File: src/rtl/fnd_pkg.sv
// Shared constants for the 7-segment scan driver: active-low segment
// patterns (bit 0 = a ... bit 6 = g) and the clock divider helper.
package fnd_pkg;

    localparam int NUM_DIGITS = 4;

    localparam logic [6:0] SEG_DIGIT [0:9] = '{
        7'b1000000,  // 0
        7'b1111001,  // 1
        7'b0100100,  // 2
        7'b0110000,  // 3
        7'b0011001,  // 4
        7'b0010010,  // 5
        7'b0000010,  // 6
        7'b1111000,  // 7
        7'b0000000,  // 8
        7'b0010000   // 9
    };

    localparam logic [6:0] SEG_DASH = 7'b0111111;
    localparam logic [6:0] SEG_OFF  = 7'h7F;

    // Integer divide that never yields less than 1, so a divider always counts.
    function automatic int div_min1(input int a, input int b);
        int q;
        q = a / b;
        return (q < 1) ? 1 : q;
    endfunction

endpackage

File: src/rtl/bcd_to_seg.sv
// Combinational BCD to active-low 7-segment decoder; non-BCD values show a dash.
module bcd_to_seg
    import fnd_pkg::*;
(
    input  logic [3:0] bcd,
    output logic [6:0] seg
);

    // Look up the digit pattern, falling back to a dash for values above 9.
    always_comb begin
        seg = SEG_DASH;
        if (bcd <= 4'd9) begin
            seg = SEG_DIGIT[bcd];
        end
    end

endmodule

File: src/rtl/fnd_scan_driver.sv
// Time-multiplexed 4-digit common-anode display driver showing mm.ss.
// Keeps a BCD minutes count advanced by seconds wrapping 59 -> 00 and blinks
// the mm/ss separator while the stopwatch runs.
module fnd_scan_driver
    import fnd_pkg::*;
#(
    parameter int CLK_FREQ = 100_000_000,
    parameter int SCAN_HZ  = 1000,
    parameter int BLINK_HZ = 1
) (
    input  logic                  CLK,
    input  logic                  RST,
    input  logic                  start,
    input  logic [3:0]            NUM_1s,
    input  logic [2:0]            NUM_10s,
    output logic [NUM_DIGITS-1:0] AN,
    output logic [6:0]            SEG,
    output logic                  DP
);

    localparam int SCAN_DIV  = div_min1(CLK_FREQ, SCAN_HZ);
    localparam int BLINK_DIV = div_min1(CLK_FREQ, 2 * BLINK_HZ);
    localparam int SCAN_W    = (SCAN_DIV > 1) ? $clog2(SCAN_DIV) : 1;
    localparam int BLINK_W   = (BLINK_DIV > 1) ? $clog2(BLINK_DIV) : 1;

    logic [SCAN_W-1:0]  scan_cnt;
    logic               tick;
    logic [1:0]         idx;
    logic [3:0]         min_1s;
    logic [3:0]         min_10s;
    logic [6:0]         prev_sec;
    logic               wrap;
    logic [BLINK_W-1:0] blink_cnt;
    logic               blink_ph;
    logic [3:0]         digit_val;
    logic               blank;
    logic [6:0]         seg_pat;

    assign tick = (scan_cnt == SCAN_W'(SCAN_DIV - 1));
    assign wrap = (prev_sec == {3'd5, 4'd9}) && ({NUM_10s, NUM_1s} == 7'd0);

    // Scan prescaler: free-running 0..SCAN_DIV-1.
    always_ff @(posedge CLK) begin
        if (RST || tick) scan_cnt <= '0;
        else             scan_cnt <= scan_cnt + 1'b1;
    end

    // Digit index advances once per scan tick, wrapping 3 -> 0.
    always_ff @(posedge CLK) begin
        if (RST)       idx <= '0;
        else if (tick) idx <= idx + 2'd1;
    end

    // Previous seconds value, used to spot the 59 -> 00 wrap.
    always_ff @(posedge CLK) begin
        if (RST) prev_sec <= '0;
        else     prev_sec <= {NUM_10s, NUM_1s};
    end

    // BCD minutes counter 00..99, stepped on each seconds wrap.
    always_ff @(posedge CLK) begin
        if (RST) begin
            min_1s  <= '0;
            min_10s <= '0;
        end else if (wrap) begin
            if (min_1s == 4'd9) begin
                min_1s  <= '0;
                min_10s <= (min_10s == 4'd9) ? 4'd0 : min_10s + 4'd1;
            end else begin
                min_1s <= min_1s + 4'd1;
            end
        end
    end

    // Separator blink: phase toggles every BLINK_DIV cycles while running,
    // parked at the lit phase when stopped.
    always_ff @(posedge CLK) begin
        if (RST || !start) begin
            blink_cnt <= '0;
            blink_ph  <= 1'b1;
        end else if (blink_cnt == BLINK_W'(BLINK_DIV - 1)) begin
            blink_cnt <= '0;
            blink_ph  <= ~blink_ph;
        end else begin
            blink_cnt <= blink_cnt + 1'b1;
        end
    end

    // Digit mux and leading-zero blanking of the minutes tens digit.
    always_comb begin
        digit_val = NUM_1s;
        blank     = 1'b0;
        case (idx)
            2'd0: digit_val = NUM_1s;
            2'd1: digit_val = {1'b0, NUM_10s};
            2'd2: digit_val = min_1s;
            2'd3: begin
                digit_val = min_10s;
                blank     = (min_10s == 4'd0);
            end
            default: digit_val = NUM_1s;
        endcase
    end

    bcd_to_seg u_bcd_to_seg (
        .bcd (digit_val),
        .seg (seg_pat)
    );

    // AN, SEG and DP registered together so the digit switch is glitch-free.
    always_ff @(posedge CLK) begin
        if (RST) begin
            AN  <= '1;
            SEG <= SEG_OFF;
            DP  <= 1'b1;
        end else begin
            AN  <= blank ? '1 : ~(NUM_DIGITS'(1) << idx);
            SEG <= blank ? SEG_OFF : seg_pat;
            DP  <= (idx == 2'd2) ? ~blink_ph : 1'b1;
        end
    end

endmodule
File: config.mk
export PLATFORM = sky130hd
export DESIGN_NAME = fnd_scan_driver
export DESIGN_NICKNAME = d
export VERILOG_FILES = /design/src/rtl/fnd_pkg.sv /design/src/rtl/bcd_to_seg.sv /design/src/rtl/fnd_scan_driver.sv
export SDC_FILE = /design/constraint.sdc
export NUM_CORES = 1
export LEC_CHECK = 0
export CAP_MARGIN = 20
export CORE_MARGIN = 1.5
export CORE_UTILIZATION = 40
export DETAILED_ROUTE_END_ITERATION = 8
export PLACE_DENSITY = 0.7
export SYNTH_ARGS = -nofsm -noshare
export SYNTH_HDL_FRONTEND = slang
export SYNTH_SLANG_ARGS = --single-unit
File: constraint.sdc
create_clock -name CLK -period 2.1 [get_ports CLK]
set_input_delay 0.21 -clock CLK [delete_from_list [all_inputs] [get_ports CLK]]
set_output_delay 0.21 -clock CLK [all_outputs]
set_load 0.02 [all_outputs]
==> flow_metrics.env, run 1 <==
export IMPL_outcome="complete, no violations"
export IMPL_synthToLayoutAreaGrowth_pct=20.5
export IMPL_start_util_pct=41.6
export IMPL_min_path_cells=1
export IMPL_drcViolationCount=0
export IMPL_grt_util_all_layers_pct=15.4
export IMPL_routed_via_density=5.06
export IMPL_r2r_start="idx[1]$_SDFFE_PP0P_"
export IMPL_clockBufferDepth=2
export IMPL_synth_area_um2=3250
export IMPL_fmax_mhz=503
export IMPL_first_iter_violations=94
export IMPL_critPathSlowestCell="dfxtp_1"
export IMPL_r2r_cells=9
export IMPL_synth_edf_count=0
export IMPL_gr_total_overflow=0
export IMPL_rsz0062_at_grt="no"
export IMPL_fin_util_pct=50.2
export IMPL_postSynthAreaPerCell_um2=8.74
export IMPL_final_common_cell="dfxtp_1"
export IMPL_insertion_delay_ns=0.35
export IMPL_numPortBuffers=21
export IMPL_nets=430
export IMPL_place_area_um2=3650
export IMPL_synth_area_leaders="dfxtp_1, nor2_1, xor2_1"
export IMPL_critPathKind="reg -> reg"
export IMPL_cp_max_fo=4
export IMPL_clkTransAtPathRegs_ns=0.09
export IMPL_syn_nets=392
export IMPL_antenna_diode_count=0
export IMPL_cts_made_buffers=9
export IMPL_multi_input_area_um2=1700
export IMPL_yosysSeqAreaShare_pct=45.0
export IMPL_synth_top_cell_by_area="dfxtp_1"
export IMPL_hold_class="reg -> reg"
export IMPL_cpPeakStageDelay_ns=0.40
export IMPL_arrival_ns=2.24
export IMPL_ys_warn_count=0
export IMPL_cts_hold_buf=0
export IMPL_postRouteAntennaNets=0
export IMPL_grt_pass1_vias=2398
export IMPL_layout_common_cells="dfxtp_1, nor2_1, nand2_1, xor2_1, clkdlybuf4s50_1"
export IMPL_path_cells="inv_1 > ha_1 > a22oi_1 > a22o_1 > inv_1 > ha_1 > nor3_2 > and2_1 > o21ai_0"
export IMPL_synthAdderAreaFrac_pct=3.85
export IMPL_hold_viol=0
export IMPL_fp_dieH_um=93.1
export IMPL_fin_setup_tns_ns=0
export IMPL_leakage_nw=1.39
export IMPL_hold_end="blink_cnt[0]$_SDFF_PP0_"
export IMPL_cp_data_required_time_ns=2.35
export IMPL_drive_above_1_share_pct=9.64
export IMPL_pin_count=22
export IMPL_htree_levels=3
export IMPL_slew_headroom_pct=57.8
export IMPL_synth_compound_area_share_pct=7.58
export IMPL_ys_ff_latch=73
export IMPL_firstDrtPassIters=4
export IMPL_grt_max_degree=21
export IMPL_clkSinkCount=73
export IMPL_tightest_slew_ns=0.627
export IMPL_grt_pass1_wl_um=10500
export IMPL_die_area_um2=8680
export IMPL_synth_xor_area_share_pct=11.3
export IMPL_synth_top_family_by_area="simple AND/OR/NAND/NOR gates"
export IMPL_async_flop_share_pct=0
export IMPL_synthMuxAreaShare_pct=1.27
export IMPL_seq_area_um2=1460
export IMPL_crit_path_start_kind="register"
export IMPL_yosysUniqueCellTypes=49
export IMPL_synth_simple_gate_area_share_pct=27.6
export IMPL_vias=2616
export IMPL_cts_tree="built"
export IMPL_min_from="blink_cnt[0]$_SDFF_PP0_"
export IMPL_ir_drop_mv=0.282
export IMPL_coreArea_um2=7810
export IMPL_clock_skew_ns=0.0107
export IMPL_die_x_um=93.1
export IMPL_synthFlopType="dfxtp_1"
export IMPL_fillCellCount=728
export IMPL_synth_top_area_share_pct=45.0
export IMPL_slew_viol_final=0
export IMPL_whs_ns=0.466
export IMPL_reg2reg_to="SEG[3]$_SDFF_PP1_"
export IMPL_rows=32
export IMPL_gp_congestion=0.809
export IMPL_post_route_min_period_ns=1.99
export IMPL_antenna_found_initial=0
export IMPL_rrSetupSlack_ns=0.11
export IMPL_finalSetupViolCount=0
export IMPL_wirelength_um=6280
export IMPL_max_cap_viol_count=0
export IMPL_wl_per_cell_um=12.1
export IMPL_dp_hpwl_um=4430
export IMPL_finalCritPeriodShare_pct=94.7
export IMPL_synthCells=372
export IMPL_cts_root_buf="clkbuf_8"
export IMPL_stdcell_area_um2=3920
export IMPL_p_per_area_nw_per_um2=749
export IMPL_critPathCaptureType="register"
per-layer routing:
| layer | track usage [%] | part of all wire [%] |
|---|---|---|
| met5 | 0 | 0 |
| met1 | 18.5 | 48 |
| met3 | 3.09 | 4.0 |
| met2 | 25.5 | 46 |
| met4 | 8.71 | 2.5 |
where the power goes:
part | switching (W) | internal, W
Clock | 0.000556 | 0.000804
Combinational | 0.0000835 | 0.0000730
Sequential | 0.0000105 | 0.00141
Total | 0.000650 | 0.00228
worst max-delay path: cells and delay by family (launching register included):
kind	cells	cell delay [ns]
buf+inv	2	0.19
simple gates	2	0.36
compound gates	3	0.46
fa+ha+maj	2	0.47
flops	1	0.40
stage by stage:
stage	worst slack, ns	total power (W)	instances
6_report	0.110	0.00293	517
5_1_grt	0.00231	0.00304	517
4_1_cts	0.0221	0.00297	517
3_5_place_dp	0.0291	0.00160	501
3_3_place_gp	0.123	0.00160	501
2_1_floorplan	0.144	0.00154	372
synth_stat cells (2+ instances only):
library cell  instances
or2_1                 2
xnor2_1              16
xor2_1               26
nor2_1               67
nor4_1                5
or3_1                 2
nor3_1                7
buf_2                 2
nor3b_1               3
a22oi_1               5
nand4_1               9
nor2b_1               6
and3_1                4
nor4bb_1              3
mux2i_1               3
nand3_1              20
nand2_1              32
a21oi_1              15
and2_1                3
inv_1                15
a31oi_1               2
dfxtp_1              73
and4_1                4
nand2b_1              2
ha_1                 10
o21ai_0              11
clkbuf_1              3
area by class of cell:
cell class              instances  area share [%]
inverters                      15            1.44
well taps                     102            3.26
flip-flops and latches         73            37.3
clock buffers                   9            3.16
multi-input cells             276            43.3
repair buffers                 35            8.37
clock inverters                 7            3.16
flip-flops by register name (all words and copies together) (netlist names):
name and flops:
SEG 7, prev_sec 7, blink_cnt 26, idx 2
min_1s 4, AN 4, blink_ph 1, min_10s 4
scan_cnt 17, DP 1
cell families (layout without fill, tap and decap cells):
kind of cell	count (synthesis)	count (layout)
AND/OR/NAND/NOR	179	179
buffers and inverters	23	66
XOR/XNOR	42	42
flip-flops	73	73
AO/OA/AOI/OAI	41	41
multiplexers	4	4
adder cells (fa/ha/maj)	10	10
worst max path at each step:
stage	start	end	slack, ns	cells past startpoint
finish	idx[1]$_SDFFE_PP0P_	SEG[3]$_SDFF_PP1_	0.11	9
global route	idx[1]$_SDFFE_PP0P_	SEG[0]$_SDFF_PP1_	0.002	6
floorplan	idx[0]$_SDFFE_PP0P_	SEG[3]$_SDFF_PP1_	0.14	10
global placement	idx[0]$_SDFFE_PP0P_	SEG[3]$_SDFF_PP1_	0.12	9
CTS	idx[0]$_SDFFE_PP0P_	SEG[3]$_SDFF_PP1_	0.02	9
detailed placement	idx[0]$_SDFFE_PP0P_	SEG[3]$_SDFF_PP1_	0.03	9
timing repair:
action | CTS | global route
buffers inserted | 0 | 0
endpoints found under the setup margin | 0 | 6
gates resized for setup | 0 | 5
Power figures use the tool's default switching activity.
==> run 2, diff against run 1 <==
- GPL_TIMING_DRIVEN: not set -> 0
- PLACE_DENSITY: 0.7 -> 0.67
- clock period: 2.1 -> 2.35 ns (I/O delays scaled with it)
==> run 2 against run 1 <==
- sequential cell count unchanged
- design area decreased by 1.9%
- setup slack better by 0.12 ns
- non-clock buffer count down 6
- final cell count decreased by 1.2%
- clock power down 13%
- fmax shrank 6.3%
- sequential power is 11% lower
- total power shrank 12%
- core utilization down 0.96 points
- critical path depth stayed put
- clock skew down 0.00085 ns
==> flow_metrics.env, run 2 (synthesis results as in run 1) <==
export IMPL_postRouteAntennaNets=0
export IMPL_grt_util_all_layers_pct=15.6
export IMPL_routed_via_density=5.01
export IMPL_clock_skew_ns=0.00987
export IMPL_wirelength_um=6180
export IMPL_seq_power_share_pct=48.9
export IMPL_critPathKind="reg -> reg"
export IMPL_insertion_delay_ns=0.34
export IMPL_fmax_mhz=471
export IMPL_netSwitchingPower_w=0.000535
export IMPL_wl_per_cell_um=12.1
export IMPL_r2r_start="idx[0]$_SDFFE_PP0P_"
export IMPL_p_comb_share_pct=5.3
export IMPL_hold_class="reg -> reg"
export IMPL_dp_hpwl_um=4370
export IMPL_internal_power_w=0.00205
export IMPL_ir_drop_mv=0.295
export IMPL_slew_headroom_pct=51.7
export IMPL_final_common_cell="dfxtp_1"
export IMPL_htree_levels=3
export IMPL_layout_common_cells="dfxtp_1, nor2_1, nand2_1, xor2_1, clkdlybuf4s50_1"
export IMPL_instances_no_fill=511
export IMPL_finalSetupViolCount=0
export IMPL_slew_viol_final=0
export IMPL_rrSetupSlack_ns=0.23
export IMPL_cts_hold_buf=0
export IMPL_rsz0062_at_grt="no"
export IMPL_outcome="complete, no violations"
export IMPL_gp_congestion=0.860
export IMPL_fp_dieH_um=93.1
export IMPL_max_cap_viol_count=0
export IMPL_antenna_found_initial=0
export IMPL_reg2reg_to="SEG[3]$_SDFF_PP1_"
export IMPL_finalCritPeriodShare_pct=90.4
export IMPL_nets=424
export IMPL_firstDrtPassIters=4
export IMPL_cp_endpoint="SEG[3]$_SDFF_PP1_"
export IMPL_largest_register="blink_cnt"
export IMPL_gr_total_overflow=0
export IMPL_coreArea_um2=7810
export IMPL_die_x_um=93.1
export IMPL_grt_max_degree=13
export IMPL_crit_path_start_kind="register"
export IMPL_startpoint="idx[0]$_SDFFE_PP0P_"
export IMPL_grt_pass1_vias=2465
export IMPL_leakage_nw=1.35
export IMPL_cts_made_buffers=9
export IMPL_first_iter_violations=108
export IMPL_synthToLayoutAreaGrowth_pct=18.2
export IMPL_hold_viol=0
export IMPL_pin_count=22
export IMPL_numPortBuffers=21
export IMPL_drive_above_1_share_pct=6.36
export IMPL_p_per_area_nw_per_um2=674
export IMPL_power_share_clock_pct=45.8
export IMPL_rows=32
export IMPL_switching_share_pct=20.7
export IMPL_cts_tree="built"
export IMPL_antenna_diode_count=0
export IMPL_grt_pass1_wl_um=10800
export IMPL_clockBufferDepth=2
export IMPL_start_util_pct=41.6
export IMPL_vias=2560
export IMPL_die_area_um2=8680
export IMPL_clkSinkCount=73
export IMPL_arrival_ns=2.33
export IMPL_drcViolationCount=0
export IMPL_top_regs="blink_cnt: 26 flops, scan_cnt: 17 flops"
export IMPL_post_route_min_period_ns=2.12
export IMPL_critPathCaptureType="register"
export IMPL_fillCellCount=754
export IMPL_cp_max_fo=9
export IMPL_seq_area_um2=1460
export IMPL_tightest_slew_ns=0.721
export IMPL_largest_reg_flops=26
export IMPL_r2r_cells=9
export IMPL_clkTransAtPathRegs_ns=0.08
export IMPL_cts_root_buf="clkbuf_8"
export IMPL_multi_input_area_um2=1680
export IMPL_cp_data_required_time_ns=2.56
export IMPL_dp_cells=495
export IMPL_fin_setup_tns_ns=0
## run 2: cell count changes in the layout (fill, tap and decap cells not counted), moves of 2 or more
cell      delta
buf_4       -12
ha_1         +2
inv_6        -2
ha_2         -2
buf_2        +2
clkbuf_1     +3
## run 2: per-stage QoR
stage	utilization, %	hold WS [ns]	worst slack, ns	cell area (um2)	power (W)
4_1_cts	49.1	0.454	0.0885	3830	0.00262
6_report	49.2	0.449	0.226	3840	0.00259
5_1_grt	49.2	0.463	0.0549	3840	0.00269
3_3_place_gp	46.0	0.414	0.158	3590	0.00143
3_5_place_dp	46.0	0.421	0.0929	3590	0.00143
2_1_floorplan	-	0.363	0.394	3250	0.00138
## run 2: worst min path at each step
stage | start | slack, ns | depth (start not counted) | end
floorplan | NUM_1s[3] | 0.36 | 1 | prev_sec[3]$_SDFF_PP0_
global placement | blink_ph$_SDFFE_PP1P_ | 0.41 | 1 | DP$_SDFF_PP1_
detailed placement | blink_ph$_SDFFE_PP1P_ | 0.42 | 1 | DP$_SDFF_PP1_
CTS | blink_ph$_SDFFE_PP1P_ | 0.45 | 1 | DP$_SDFF_PP1_
global route | blink_ph$_SDFFE_PP1P_ | 0.46 | 1 | DP$_SDFF_PP1_
finish | blink_ph$_SDFFE_PP1P_ | 0.45 | 1 | DP$_SDFF_PP1_
## run 2: area by class of cell
| cell class | instances | area share [%] |
|---|---|---|
| clock buffer | 11 | 3.68 |
| clock inverter | 5 | 2.67 |
| sequential | 73 | 38.0 |
| timing repair buffer | 22 | 5.67 |
| multi-input combinational | 276 | 43.8 |
| buffer | 7 | 1.37 |
| tap | 102 | 3.32 |
| inverter | 15 | 1.47 |
## run 2: worst max-delay path, cell delays in order, from the launching register on
cell	delay, ns
dfxtp_1	0.41
inv_1	0.11
ha_1	0.32
a21oi_1	0.16
a22o_1	0.19
inv_1	0.11
ha_1	0.22
nor3_1	0.25
and2_1	0.16
o21ai_0	0.07
## run 2: routing by layer
metal	part of all wire [%]	vias up	routed length (um)	track usage, %
met4	1.1	0	67	6.82
met1	49	1164	3010	20.2
li1	-	1326	-	-
met5	0	-	0	0
met3	4.5	6	280	3.01
met2	46	64	2820	25.2
## run 2: repair_timing
action / 4_1_cts / 5_1_grt
gates resized for setup: 0 / 1
buffers inserted: 0 / 1
endpoints found under the setup margin: 0 / 6
## run 2: power groups by stage
stage / sequential [W] / combinational (W) / clock, W
after floorplan: 0.00131 / 0.0000683 / 0
after global placement: 0.00130 / 0.000134 / 0
after detailed placement: 0.00130 / 0.000135 / 0
after CTS: 0.00127 / 0.000136 / 0.00121
after global routing: 0.00127 / 0.000152 / 0.00127
final: 0.00127 / 0.000137 / 0.00119
==> run 3, diff against run 2 <==
- SLEW_MARGIN: not set -> 5
==> results of run 3 <==
Final layout, timing and power as in run 2 (identical DEF).
